<file path="src/rtl/tt_input_conditioner.sv">
// Board-side input stage: synchronises and debounces the dedicated inputs and the
// reset button, and sequences a minimum-length, synchronously released design reset.
module tt_input_conditioner #(
  parameter int unsigned SYNC_STAGES       = 2,
  parameter int unsigned DEBOUNCE_CYCLES   = 50000,
  parameter logic [7:0]  DEBOUNCE_MASK     = 8'hFF,
  parameter int unsigned RESET_HOLD_CYCLES = 1024,
  parameter bit          BTN_ACTIVE_LOW    = 1'b1
) (
  input  logic       clk,
  input  logic       rst,
  input  logic [7:0] ui_raw,
  input  logic       btn_raw,
  output logic [7:0] ui_in,
  output logic       rst_n,
  output logic       btn_pressed
);

  localparam int unsigned DB_W   = (DEBOUNCE_CYCLES > 1) ? $clog2(DEBOUNCE_CYCLES) : 1;
  localparam int unsigned HOLD_W = (RESET_HOLD_CYCLES > 1) ? $clog2(RESET_HOLD_CYCLES) : 1;
  localparam logic [DB_W-1:0]   DB_LAST   = DB_W'(DEBOUNCE_CYCLES - 1);
  localparam logic [HOLD_W-1:0] HOLD_LAST = HOLD_W'(RESET_HOLD_CYCLES - 1);
  localparam logic              BTN_IDLE  = BTN_ACTIVE_LOW;

  typedef enum logic {HOLD, RUN} state_t;

  logic [SYNC_STAGES-1:0][7:0] ui_sync_q;
  logic [SYNC_STAGES-1:0]      btn_sync_q;
  logic [7:0]                  ui_s;
  logic                        btn_s_p;

  // Synchroniser chains; the button chain idles at its not-pressed level.
  always_ff @(posedge clk or posedge rst) begin
    if (rst) begin
      ui_sync_q  <= '0;
      btn_sync_q <= {SYNC_STAGES{BTN_IDLE}};
    end else begin
      ui_sync_q  <= {ui_sync_q[SYNC_STAGES-2:0], ui_raw};
      btn_sync_q <= {btn_sync_q[SYNC_STAGES-2:0], btn_raw};
    end
  end

  assign ui_s    = ui_sync_q[SYNC_STAGES-1];
  assign btn_s_p = btn_sync_q[SYNC_STAGES-1] ^ BTN_IDLE;

  for (genvar i = 0; i < 8; i++) begin : g_bit
    if (DEBOUNCE_MASK[i]) begin : g_db
      logic [DB_W-1:0] cnt_q, cnt_d;
      logic            out_q, out_d;

      always_comb begin
        cnt_d = '0;
        out_d = out_q;
        if (ui_s[i] != out_q) begin
          if (cnt_q == DB_LAST) out_d = ui_s[i];
          else                  cnt_d = cnt_q + DB_W'(1);
        end
      end

      always_ff @(posedge clk or posedge rst) begin
        if (rst) begin
          cnt_q <= '0;
          out_q <= 1'b0;
        end else begin
          cnt_q <= cnt_d;
          out_q <= out_d;
        end
      end

      assign ui_in[i] = out_q;
    end else begin : g_sync
      assign ui_in[i] = ui_s[i];
    end
  end

  // Button debounce runs on the polarity-corrected level, so the output flop is btn_pressed.
  logic [DB_W-1:0] btn_cnt_q, btn_cnt_d;
  logic            btn_db_q, btn_db_d;

  always_comb begin
    btn_cnt_d = '0;
    btn_db_d  = btn_db_q;
    if (btn_s_p != btn_db_q) begin
      if (btn_cnt_q == DB_LAST) btn_db_d  = btn_s_p;
      else                      btn_cnt_d = btn_cnt_q + DB_W'(1);
    end
  end

  always_ff @(posedge clk or posedge rst) begin
    if (rst) begin
      btn_cnt_q <= '0;
      btn_db_q  <= 1'b0;
    end else begin
      btn_cnt_q <= btn_cnt_d;
      btn_db_q  <= btn_db_d;
    end
  end

  assign btn_pressed = btn_db_q;

  state_t            state_q, state_d;
  logic [HOLD_W-1:0] hold_cnt_q, hold_cnt_d;
  logic              rst_n_q, rst_n_d;

  always_ff @(posedge clk or posedge rst) begin
    if (rst) begin
      state_q    <= HOLD;
      hold_cnt_q <= '0;
      rst_n_q    <= 1'b0;
    end else begin
      state_q    <= state_d;
      hold_cnt_q <= hold_cnt_d;
      rst_n_q    <= rst_n_d;
    end
  end

  // Reset sequencer: hold counts only while the debounced button is released.
  always_comb begin
    state_d    = state_q;
    hold_cnt_d = hold_cnt_q;
    rst_n_d    = rst_n_q;
    case (state_q)
      HOLD: begin
        rst_n_d = 1'b0;
        if (btn_db_q) begin
          hold_cnt_d = '0;
        end else if (hold_cnt_q == HOLD_LAST) begin
          state_d    = RUN;
          hold_cnt_d = '0;
          rst_n_d    = 1'b1;
        end else begin
          hold_cnt_d = hold_cnt_q + HOLD_W'(1);
        end
      end
      RUN: begin
        rst_n_d = 1'b1;
        if (btn_db_q) begin
          state_d    = HOLD;
          hold_cnt_d = '0;
          rst_n_d    = 1'b0;
        end
      end
      default: begin
        state_d    = HOLD;
        hold_cnt_d = '0;
        rst_n_d    = 1'b0;
      end
    endcase
  end

  assign rst_n = rst_n_q;

endmodule

</file>
<file path="config.mk">
export PLATFORM = sky130hd
export DESIGN_NAME = tt_input_conditioner
export DESIGN_NICKNAME = d
export VERILOG_FILES = /design/src/rtl/tt_input_conditioner.sv
export SDC_FILE = /design/constraint.sdc
export NUM_CORES = 1
export LEC_CHECK = 0
export CORE_ASPECT_RATIO = 1.25
export CORE_UTILIZATION = 30
export DETAILED_ROUTE_END_ITERATION = 12
export HOLD_SLACK_MARGIN = 0.15
export SYNTH_ARGS = -nofsm -noshare
export SYNTH_HDL_FRONTEND = slang
export SYNTH_SLANG_ARGS = --single-unit
</file>
<file path="constraint.sdc">
create_clock -name clk -period 13.2 [get_ports clk]
set_input_delay 3.3 -clock clk [delete_from_list [all_inputs] [get_ports clk]]
set_output_delay 3.3 -clock clk [all_outputs]
set_load 0.1 [all_outputs]
</file>
==> metrics.md <==
| Metric | Value |
|---|---|
| First-pass GRT wire length | `27070 µm` |
| Critical path cell sequence | `clkdlybuf4s50_1` |
| Iteration-0 DRC Markers | `between 200 and 250` |
| Footprint of the multi-input gates | `3811 µm²` |
| Cts repair resizes | `0` |
| Initial Utilization | `between 30 and 40%` |
| Root Driver | `clkbuf_16` |
| Status | `finished, final reports clean` |
| Flop2flop setup slack | `11150 ps` |
| Reg area | `4557 µm²` |
| Max Fclk | `178.3 MHz` |
| Delay-heaviest family, CP | `buffers and inverters` |
| Die area | `around 30000 µm²` |
| Post-synthesis sequential area ratio | `approximately 53%` |
| CTS Hold Bufs | `0` |
| Area share of the leading cell type in the synthesized netlist | `between 50% and 60%` |
| Async S/R FF share, synth | `100.0%` |
| Worst VDD drop | `71.42 µV` |
| Final Non-Filler Cells | `~1200` |
| Worst path required time | `9900 ps` |
| Fin Hold WS | `354.9 ps` |
| DP Cell Count | `~1200` |
| P_leak | `3.817 nW` |
| Die Wd | `153.6 µm` |
| Final Util | `34.47%` |
| Final cycle utilization of the critical path | `42.50%` |
| Crit start category | `register` |
| YS warnings | `0` |
| Commonest cells in the synthesized netlist | `180 x dfrtp_1, 162 x nor2_1, 105 x xnor2_1` |
| Clk sink count | `between 150 and 200` |
| Final WL | `15210 µm` |
| Clock slew at reported path FFs | `70 ps` |
| Post-detailed-route via-to-cell ratio | `4.800` |
| RSZ-0062 raised after global routing | `false` |
| Slew Viols, Final | `0` |
| Most common cell in the netlist | `dfrtp_1` |
| Antenna cell count | `0` |
| Cell Pwr Density | `around 120 nW/µm²` |
| GRT Total Usage | `between 10 and 15%` |
| Number of buffers created by CTS | `17` |
| Syn_area_per_cell | `roughly 10 µm²` |
| First drt pass iteration count | `5` |
| Worst Path Max Fanout | `15` |
| CP arrival | `2310 ps` |
| Worst Reg2Reg Path Length in Cells | `4` |
| Synth Register Bits | `182` |
| Core ar. | `28320 µm²` |
| Number of global-route vias before repair | `5859` |
| Crit Path Class | `reg -> out` |
| GPL Wtd Cong | `0.7921` |
| GR Overflow Total | `0` |
| Worst skew pair latency | `430 ps` |
| Pwr Total | `~1.1 mW` |
| Post-CTS Setup Bufs | `0` |
| Average wire per standard cell | `12.31 µm` |
| Layout cells sized above 1 | `under 10%` |
| CP max-delay cell | `clkdlybuf4s50_1` |
| Max_slew headroom | `35.41%` |
| Area contributors post-synth | `dfrtp_1 52%, xnor2_1 11%, nor2_1 7.1%, nand4_1 3.4%, nor4_1 3.3%` |
| Syn Nets | `868` |
| Count of cell types in the netlist | `41` |
| Filler Cells Inserted | `2863` |
| Largest net degree at the start of global routing | `115` |
| Total number of vias | `5928` |
| Layout area overhead | `13.25%` |
| Io pins | `21` |
| Post-route antenna net violation count | `0` |
| DR DRC count | `0` |
| CP max stage delay | `1230 ps` |
| Worst clock skew | `8.688 ps` |
| Post-route minimum period | `5610 ps` |
| Setup TNS | `0 ps` |
| Critical Path Sink Type | `output port` |
| H-Tree Depth | `4` |
| Hold path depth | `0` |
| Largest buffer count on any clock path | `2` |
| Num rows | `69` |
| Worst Max-Slew Pin Slew | `965.9 ps` |
| # port buffers | `20` |
| Die Y | `191.5 µm` |
| Fin nets | `888` |
| Critical path depth | `1` |
| WP buf/inv | `1` |
| Final Hold Viols | `0` |
| Number of synthesized flops with an enable pin | `0` |
| CTS tree | `yes` |
| Area leader, netlist | `dfrtp_1` |
| Total of max-cap violations | `0` |
| Mapped Area | `between 8000 and 9000 µm²` |
| Main synth FF type | `dfrtp_1` |
| # setup viols final | `0` |
| Dpl hpwl | `9922 µm` |
| HP Class | `reg -> reg` |
| Antenna violations before repair | `0` |
| Post-synthesis cell count | `847` |
-- worst register-to-register path, delay by kind of cell, from the launching register on --
| family | cells | cell delay, ps |
|---|---|---|
| AOI/OAI and AO/OA | 1 | 820 |
| and+or+nand+nor | 3 | 650 |
| DFF | 1 | 430 |
-- through the flow --
stage,setup WS [ps],cell area [µm²]
after floorplan,4960,8620
after global placement,7780,9163
after detailed placement,7774,9163
after CTS,7551,9762
after global routing,7481,9762
final,7590,9762
-- layer usage --
layer	GRT usage (%)	vias to the layer above	wire [µm]
met5	0	-	0
met4	5.346	0	272
met3	2.199	16	293
met2	18.95	69	7389
met1	13.82	2880	7251
li1	-	2963	-
-- flip-flops by register name, summed over array words and instances (netlist names) --
name              cells
g_bit.g_db.cnt_q    128
btn_cnt_q            16
hold_cnt_q           10
g_bit.g_db.out_q      8
ui_s                  8
ui_sync_q             8
btn_sync_q            2
btn_pressed           1
rst_n                 1
-- report_power, final --
| part | switching (mW) | leakage [nW] | internal (mW) |
|---|---|---|---|
| Sequential | 0.00854 | 2.46 | 0.567 |
| Clock | 0.225 | 0.296 | 0.292 |
| Combinational | 0.0238 | 1.06 | 0.0112 |
-- cells in the final DEF (no fill, tap or decap), types with 4 or more instances in the layout --
master             n
nor4_1            45
and4_1             4
dfrtp_1          180
nor4bb_1           7
mux2_2             8
nor3_1            28
or3_1              9
xnor2_1          105
nand2_1           43
xor2_1            26
a21oi_1            9
nor4b_1            7
nor2_1           162
clkdlybuf4s50_1   20
clkbuf_16         17
and3_1            12
nand4_1           47
inv_1             35
o41ai_4            4
nand3_1           47
or4_1              5
o21ai_0            4
ha_1              10
-- final timing paths --
path / start / end
min in group asynchronous: rst / g_bit[1].g_db.out_q
setup / recovery: btn_pressed / btn_pressed
max in group asynchronous: rst / g_bit[1].g_db.cnt_q[10]
hold / removal: ui_sync_q[0] / ui_s[0]
setup reg to reg: btn_cnt_q[12] / btn_cnt_q[15]
hold reg to reg: ui_sync_q[0] / ui_s[0]
-- cell type report --
cell class                 instances  area share (%)
tap                              355           4.550
timing repair buffer              21           2.128
inverter                          36           1.461
sequential                       182           46.68
multi-input combinational        609           39.04
clock buffer                      19           4.640
clock inverter                    13           1.500
-- cell families (layout without fill, tap and decap cells) --
family,Yosys count,in the layout,synth area share [%]
simple gates,429,429,25.04
mux,11,11,1.394
flops,182,182,52.87
fa+ha+maj,10,10,1.452
xor+xnor,131,131,13.31
buf+inv,56,89,2.918
compound gates,28,28,3.019
(Power assumes the default switching activity.)
